`src/rtl/sccb_responder.sv`:
```
// SCCB 3-wire responder: decodes ID / sub-address / data writes into a register file.
// Optional build macro SCCB_ACK_DRIVE_EN drives siod low during the 9th-bit window.
module sccb_responder #(
    parameter logic [7:0] DEV_ID    = 8'h42,
    parameter int         REG_DEPTH = 256,
    parameter logic [7:0] RST_VAL   = 8'h00
) (
    input  logic       clk,
    input  logic       rst,
    input  logic       sioc,
    input  logic       siod_in,
    output logic       siod_oe,
    output logic       reg_wr,
    output logic [7:0] reg_addr,
    output logic [7:0] reg_data,
    input  logic [7:0] rd_addr,
    output logic [7:0] rd_data,
    output logic [7:0] last_sub,
    output logic       phase_done,
    output logic       bus_busy,
    output logic       id_err,
    output logic [2:0] fsm_state
);

    localparam int AW = (REG_DEPTH > 1) ? $clog2(REG_DEPTH) : 1;

    // IDLE encodes as 0 so the debug state reads 0 whenever the bus is free.
    typedef enum logic [2:0] {
        S_IDLE, S_ID, S_ID_X, S_SUB, S_SUB_X, S_DATA, S_DATA_X, S_WAIT_STOP
    } state_t;

    state_t     state, state_next;
    logic [1:0] sioc_sync, siod_sync;
    logic       sioc_s, siod_s, sioc_d, siod_d;
    logic       sioc_rise, start_ev, stop_ev, bit_ev, id_ok;
    logic       shift_en, phase_end, err_set, wr_set, sub_cap, sub_keep;
    logic [7:0] sh;
    logic [2:0] bit_cnt;
    logic [7:0] sub_addr;
    logic [7:0] mem [REG_DEPTH];
    logic [AW-1:0] wr_idx, rd_idx;

    // Sync flops idle high so releasing reset on a quiet bus creates no START.
    always_ff @(posedge clk) begin
        if (rst) begin
            sioc_sync <= 2'b11;
            siod_sync <= 2'b11;
            sioc_d    <= 1'b1;
            siod_d    <= 1'b1;
        end else begin
            sioc_sync <= {sioc_sync[0], sioc};
            siod_sync <= {siod_sync[0], siod_in};
            sioc_d    <= sioc_sync[1];
            siod_d    <= siod_sync[1];
        end
    end

    assign sioc_s    = sioc_sync[1];
    assign siod_s    = siod_sync[1];
    assign sioc_rise = sioc_s & ~sioc_d;
    assign start_ev  = ~siod_s & siod_d & sioc_s;
    assign stop_ev   = siod_s & ~siod_d & sioc_s;
    assign id_ok     = (sh == DEV_ID);
    assign wr_idx    = AW'(32'(sub_addr) % REG_DEPTH);
    assign rd_idx    = AW'(32'(rd_addr) % REG_DEPTH);
    assign rd_data   = mem[rd_idx];
    assign fsm_state = state;

    always_ff @(posedge clk) begin
        if (rst) state <= S_IDLE;
        else     state <= state_next;
    end

    // STOP beats START beats a bit edge; the 8th bit of a phase moves to its _X state.
    always_comb begin
        state_next = state;
        if (stop_ev) begin
            state_next = S_IDLE;
        end else if (start_ev) begin
            state_next = S_ID;
        end else if (sioc_rise) begin
            case (state)
                S_ID:     if (bit_cnt == 3'd7) state_next = S_ID_X;
                S_ID_X:   state_next = id_ok ? S_SUB : S_WAIT_STOP;
                S_SUB:    if (bit_cnt == 3'd7) state_next = S_SUB_X;
                S_SUB_X:  state_next = S_DATA;
                S_DATA:   if (bit_cnt == 3'd7) state_next = S_DATA_X;
                S_DATA_X: state_next = S_WAIT_STOP;
                default:  state_next = state;
            endcase
        end
    end

    // reg_wr is a valid-only strobe (no ready): reg_addr/reg_data hold the committed
    // write for exactly the one cycle reg_wr is high; the consumer cannot stall it.
    always_comb begin
        bit_ev    = sioc_rise & ~start_ev & ~stop_ev;
        shift_en  = bit_ev & (state inside {S_ID, S_SUB, S_DATA});
        phase_end = bit_ev & (state inside {S_ID_X, S_SUB_X, S_DATA_X});
        err_set   = phase_end & (state == S_ID_X) & ~id_ok;
        wr_set    = phase_end & (state == S_DATA_X);
        sub_cap   = phase_end & (state == S_SUB_X);
        sub_keep  = stop_ev & (state == S_DATA);
        bus_busy  = (state != S_IDLE);
    end

    always_ff @(posedge clk) begin
        if (rst) begin
            sh         <= 8'h00;
            bit_cnt    <= 3'd0;
            sub_addr   <= 8'h00;
            reg_wr     <= 1'b0;
            reg_addr   <= 8'h00;
            reg_data   <= 8'h00;
            last_sub   <= 8'h00;
            phase_done <= 1'b0;
            id_err     <= 1'b0;
            for (int i = 0; i < REG_DEPTH; i++) mem[i] <= RST_VAL;
        end else begin
            reg_wr     <= wr_set;
            phase_done <= phase_end;
            id_err     <= err_set;
            if (start_ev)      bit_cnt <= 3'd0;
            else if (shift_en) bit_cnt <= bit_cnt + 3'd1;
            if (shift_en) sh <= {sh[6:0], siod_s};
            if (sub_cap)  sub_addr <= sh;
            if (sub_keep) last_sub <= sub_addr;
            if (wr_set) begin
                reg_addr    <= sub_addr;
                reg_data    <= sh;
                mem[wr_idx] <= sh;
            end
        end
    end

`ifdef SCCB_ACK_DRIVE_EN
    logic sioc_fall, ack_q;
    assign sioc_fall = ~sioc_s & sioc_d;

    // The falling edge after bit 8 opens the window, the one after bit 9 closes it.
    always_ff @(posedge clk) begin
        if (rst) begin
            ack_q <= 1'b0;
        end else if (start_ev || stop_ev) begin
            ack_q <= 1'b0;
        end else if (sioc_fall) begin
            ack_q <= ((state == S_ID_X) && id_ok) || (state == S_SUB_X) || (state == S_DATA_X);
        end
    end
    assign siod_oe = ack_q;
`else
    assign siod_oe = 1'b0;
`endif

endmodule

```
`config.mk`:
```
export PLATFORM = sky130hd
export DESIGN_NAME = sccb_responder
export DESIGN_NICKNAME = d
export VERILOG_FILES = /design/src/rtl/sccb_responder.sv
export SDC_FILE = /design/constraint.sdc
export NUM_CORES = 2
export LEC_CHECK = 0
export BUFFER_PORTS_ARGS = -buffer_cell sky130_fd_sc_hd__buf_4
export CAP_MARGIN = 30
export CORE_MARGIN = 2
export CORE_UTILIZATION = 40
export CTS_BUF_LIST = sky130_fd_sc_hd__clkbuf_4
export CTS_CLUSTER_DIAMETER = 200
export DETAILED_ROUTE_END_ITERATION = 16
export PLACE_DENSITY = 0.51
export SETUP_SLACK_MARGIN = 0.1
export SYNTH_ARGS = -nofsm -noshare
export SYNTH_HDL_FRONTEND = slang
export SYNTH_SLANG_ARGS = --single-unit
```
`constraint.sdc`:
```
create_clock -name clk -period 7.2 [get_ports clk]
set_input_delay 0.36 -clock clk [delete_from_list [all_inputs] [get_ports clk]]
set_output_delay 0.36 -clock clk [all_outputs]
set_load 0.01 [all_outputs]
```
After elaboration in Yosys (flattened, before gate mapping)
Memories as Yosys holds them, arrays and structs flattened.
Index checks and enable logic that the tools add are counted.
- register bits after elaboration: 55
- bits in writable memories: 2048
- bits of input ports: 12
- output and inout port bits: 40
- logic and storage cells: 78
- memories kept: 1
- memories (name ; words ; width ; rd ports ; clocked after memory_dff ; write ports ; line ; source):
    mem ; 256 ; 8 ; 1 ; 0 ; 256 ; 40 ; logic [7:0] mem [REG_DEPTH];
- add/subtract/negate cells: 1
- equal/unequal tests: 14
- mux-type cells: 15
- bitwise gates (word level): 20
- reductions and logical operators: 12
- operators by type and width (operator ; count):
    $pmux 3 s6 ; 1
    $mux 8 ; 2
    $and 1x1->1 ; 14
    $eq 3x3->1 const B ; 4
    $mux 3 ; 4
    $reduce_and 5->1 ; 2
    $ne 3x3->1 const B ; 3
    $reduce_bool 3->1 ; 3
    $eq 8x7->1 const B ; 1
    $mux 1 ; 8
    $reduce_or 8->1 ; 1
    $reduce_bool 7->1 ; 1
    $eq 3x2->1 const B ; 2
    $ne 2x2->1 const B ; 3
    $not 1->1 ; 6
    $reduce_bool 6->1 ; 1
    $reduce_or 2->1 ; 2
    $add 3x1->3 const B ; 1
    $eq 3x1->1 const B ; 1
    $reduce_or 3->1 ; 1
    $reduce_bool 2->1 ; 1

Logic depth before layout (Yosys ltp)
- word-level depth: 13
- gate-level depth with buffers: 11
- gate-level depth less buffers: 8

Worst setup path before layout
OpenSTA, ideal clock, no wires.
- kind: reg-to-reg
- from: register state[0] (netlist: fsm_state[0])
- to: memory mem[105][0], enable pin
- setup time: 0.330 ns
- data arrival time: 2.469 ns
- required time: 6.870 ns
- path slack: 4.401 ns
- cell stages (with the launch flop): 10
- buffers on the path: 3
- period minus slack after synthesis: 2.799 ns
- cells stage by stage: dfxtp_1 -> buf_2 -> or3b_1 -> or4_1 -> buf_2 -> buf_6 -> clkinv_4 -> nand3_4 -> nor2_4 -> or2_1
- RTL lines (what ; line ; source):
    start, declared ; 32 ; state_t state, state_next;
    start signal, assigned ; 71 ; else state <= state_next;
    end, declared ; 40 ;

Worst setup path in the final report
- from: input rd_addr[1]
- to: output rd_data[0]
- word-level cells in the longest chain between the ends: 1
- ends and longest elaborated chain (what ; line ; source):
    start, declared ; 16 ; input logic [7:0] rd_addr,
    $mem_v2 256x8 ; n/a ;
    end, declared ; 17 ; output logic [7:0] rd_data,
Every way passes these cells.

==> out/metrics.csv <==
stage,metric,value,unit
logic_synthesis,synth.top_cell.area_share,63.03,%
final_layout,nets,6777,
global_route,grt_pass1_vias,59880,
worst_setup_path,path_cells,"buf_8, buf_4, nand2_2, buf_4, o221ai_1, a21oi_1, o32ai_1, a211oi_1, buf_4, nor4_1, buf_4, buf_4",
final_layout,stdcell_area,108500,sq um
logic_synthesis,ys_warn_count,0,
floorplan,fp.dieArea,247900,sq um
worst_setup_path,crit_family,buffers and inverters,
floorplan,die_h,497.9,um
floorplan,dieWidth,497.9,um
global_route,gr-usage-all-layers,24.14,%
power,power.switching,6388,uW
clock_network,numCtsBuffers,606,
placed_design,port_buffers,50,
timing,finalCriticalPeriod,5.158,ns
routing,drtIter0Drc,5379,
placed_design,dpl.hpwl,183.7,mm
logic_synthesis,synth_xor_area_share,0.02693,%
timing,skew,0.1356,ns
logic_synthesis,muxShareOfSynthArea,12.12,%
clock_network,ctsResizeCount,0,
timing,slew_headroom,4.863,%
clock_network,ctsRootBufferMaster,clkbuf_4,
final_layout,n_fill_cell,21780,
logic_synthesis,synth_ff_type,edfxtp_1,
logic_synthesis,netlist_area,97560,sq um
logic_synthesis,yosys.area_share.simple,17.24,%
global_route,grt_pass1_wl,435.9,mm
final_layout,layout.cells.non_filler,10380,
logic_synthesis,syn_nets,6604,
logic_synthesis,synth-compound-area-share,3.701,%
routing,via_count,58510,
final_layout,syn_to_final_growth,11.22,%
logic_synthesis,ys_ff_latch,2103,
global_route,grt_max_degree,204,
logic_synthesis,avgSynthCellArea,14.80,sq um
worst_setup_path,critical_path_class,in -> out,
worst_hold_path,hp-class,in -> reg,
worst_setup_path,crit_path_top_delay_cell,nor4_1,
power,p_seq_share,52.1,%
worst_setup_path,crit_top_cell,buf_4,
timing,rsz0062_at_grt,false,
power,ir_worst_vdd,0.1236,mV
floorplan,core-area,242800,sq um
worst_setup_path,crit_required,6.84,ns
timing,tns,0,ns
clock_network,htreeDepth,6,
logic_synthesis,yosys.area_share.adder,0.02565,%
clock_network,clk_latency,1.41,ns
power,leakage,0.04157,uW
logic_synthesis,synth_most_common_cell,edfxtp_1,
timing,drv_slew,0,
floorplan,io_pins,52,
placed_design,dp.cells,9350,
logic_synthesis,synthArstFlopShare,0,%
timing,max_freq,193.9,MHz
logic_synthesis,synth_seq_area_share,64.16,%
final_layout,final_layout_size_suffix_gt1_share,26.38,%
routing,drc_errors,0,
clock_network,clk_path_buf_depth,4,
worst_setup_path,crit_path_end_kind,output port,
logic_synthesis,synth_area_leader_cell,edfxtp_1,
logic_synthesis,synthCells,6590,
placed_design,place_area,101000,sq um
routing,drt_first_pass_iters,5,
worst_setup_path,crit_arrival,4.80,ns
worst_setup_path,start_kind,input port,
outcome,status,"finished, final reports clean",
power,power.internal,20260,uW
logic_synthesis,ys_types,70,
power,power_frac_comb,5.9,%
routing,vias_per_cell,5.639,
power,p_total,26640,uW
logic_synthesis,synthTopCellsByArea,"edfxtp_1, mux4_2, and2_1",
routing,wirelength,302.2,mm
clock_network,cts_num_sinks,2103,
timing,min_period_over_period,71.64,%
clock_network,tritoncts,yes,
worst_setup_path,slowest_delay,0.79,ns
global_route,antenna_found_initial,20,
floorplan,start_util,40.19,%
final_layout,postLayoutCoreUtil,44.70,%
logic_synthesis,synth_top_family_by_area,simple AND/OR/NAND/NOR gates,
power,pwr-share-clk,42.0,%
power,power.density,245.5,nW/um^2
timing,hold_viol,0,
routing,detail_route.wl_per_cell,29.13,um
run,cap_violations,0,
routing,final_antenna_net_count,0,
clock_network,clk_pin_slew_worst_paths,0.06,ns
worst_setup_path,cp_max_fo,66,
floorplan,num_rows,181,
timing,setup_viol,0,
global_route,overflow,0,
placed_design,place.gp.congestion,0.8358,
logic_synthesis,synth_enable_flop_cells,2048,
power,swShare,23.97,%
timing,max_slew.worst_pin.slew,1.427,ns
logic_synthesis,synthTopCellsByCount,"edfxtp_1, and2_1, and3_1",
worst_setup_path,worst-path-buf-inv,6,
[flip-flops by register name, indices dropped and copies added (netlist names)]
signal / flops
mem: 2048
last_sub: 8
siod_d: 1
reg_wr: 1
sioc_sync: 2
reg_addr: 8
bit_cnt: 3
sub_addr: 8
phase_done: 1
reg_data: 8
sh: 8
id_err: 1
sioc_d: 1
siod_sync: 2
fsm_state: 3
[kinds of logic after synthesis]
kind of cell    after synthesis
other cells                   1
flops                      2103
fa+ha+maj                     2
xor+xnor                      3
simple gates               2708
buf+inv                     650
mux                         622
compound gates              501
[worst register-to-register path, delay by kind of cell, from the launching register on]
kind | cells | cell delay (ns)
simple gates | 5 | 2.97
buf+inv | 2 | 0.62
flops | 1 | 0.49
[through the flow]
stage	hold WS, ns	worst slack, ns
floorplan	0.3895	4.401
global placement	0.3958	1.521
detailed placement	0.3938	2.105
CTS	0.1099	1.863
global route	0.2480	1.966
finish	0.3226	2.042
[routing by layer]
| layer | global-route usage (%) | share of wire, % | routed length, um |
|---|---|---|---|
| met1 | 33.14 | 42 | 128400 |
| met2 | 38.74 | 48 | 145400 |
| met3 | 4.511 | 6.5 | 19790 |
| met4 | 7.897 | 2.9 | 8641 |
| met5 | 0 | 0.016 | 49 |
[cell type report]
| class | instances | area (sq um) | area share [%] |
|---|---|---|---|
| sequential | 2103 | 62630 | 57.72 |
| tap | 3202 | 4006 | 3.692 |
| clock buffer | 878 | 6591 | 6.074 |
| antenna | 1 | 2.502 | 0.002306 |
| timing repair buffer | 211 | 1884 | 1.737 |
| multi-input combinational | 3837 | 32510 | 29.96 |
| inverter | 4 | 20.02 | 0.01845 |
| clock inverter | 139 | 868.3 | 0.8002 |
[what timing repair did]
| item | 4_1_cts | 5_1_grt |
|---|---|---|
| endpoints found under the setup margin | 0 | 0 |
| hold buffers | 7 | 0 |
| setup buffers | 0 | 0 |
| hold endpoints to repair | 499 | 0 |
[power by group through the flow]
stage / clock network (uW) / registers [uW] / logic [uW]
finish: 11200 / 13900 / 1580
global route: 12100 / 13900 / 1650
CTS: 11400 / 13900 / 1590
detailed placement: 0 / 14100 / 1590
global placement: 0 / 14100 / 1580
floorplan: 0 / 14100 / 944
[path summary, 6_finish.rpt]
kind | start | endpoint | slack [ns] | cells after the start
hold reg to reg | siod_sync[0] | siod_sync[1] | 0.43 | 1
setup reg to reg | sioc_sync[1] | mem[154][6] | 2.69 | 7
hold / removal | siod_in | siod_sync[0] | 0.32 | 4
setup / recovery | rd_addr[1] | rd_data[0] | 2.04 | 12
[layout by cell type (no fill, tap or decap), types with 90 or more instances in the layout]
master	instances
mux4_2	447
buf_4	174
clkinv_1	98
clkbuf_4	878
mux2i_1	171
and2_1	1410
edfxtp_1	2048
nor2_1	154
or2_2	165
nor2_4	90
and3_1	644
a22oi_1	149
Power figures use the tool's default switching activity.
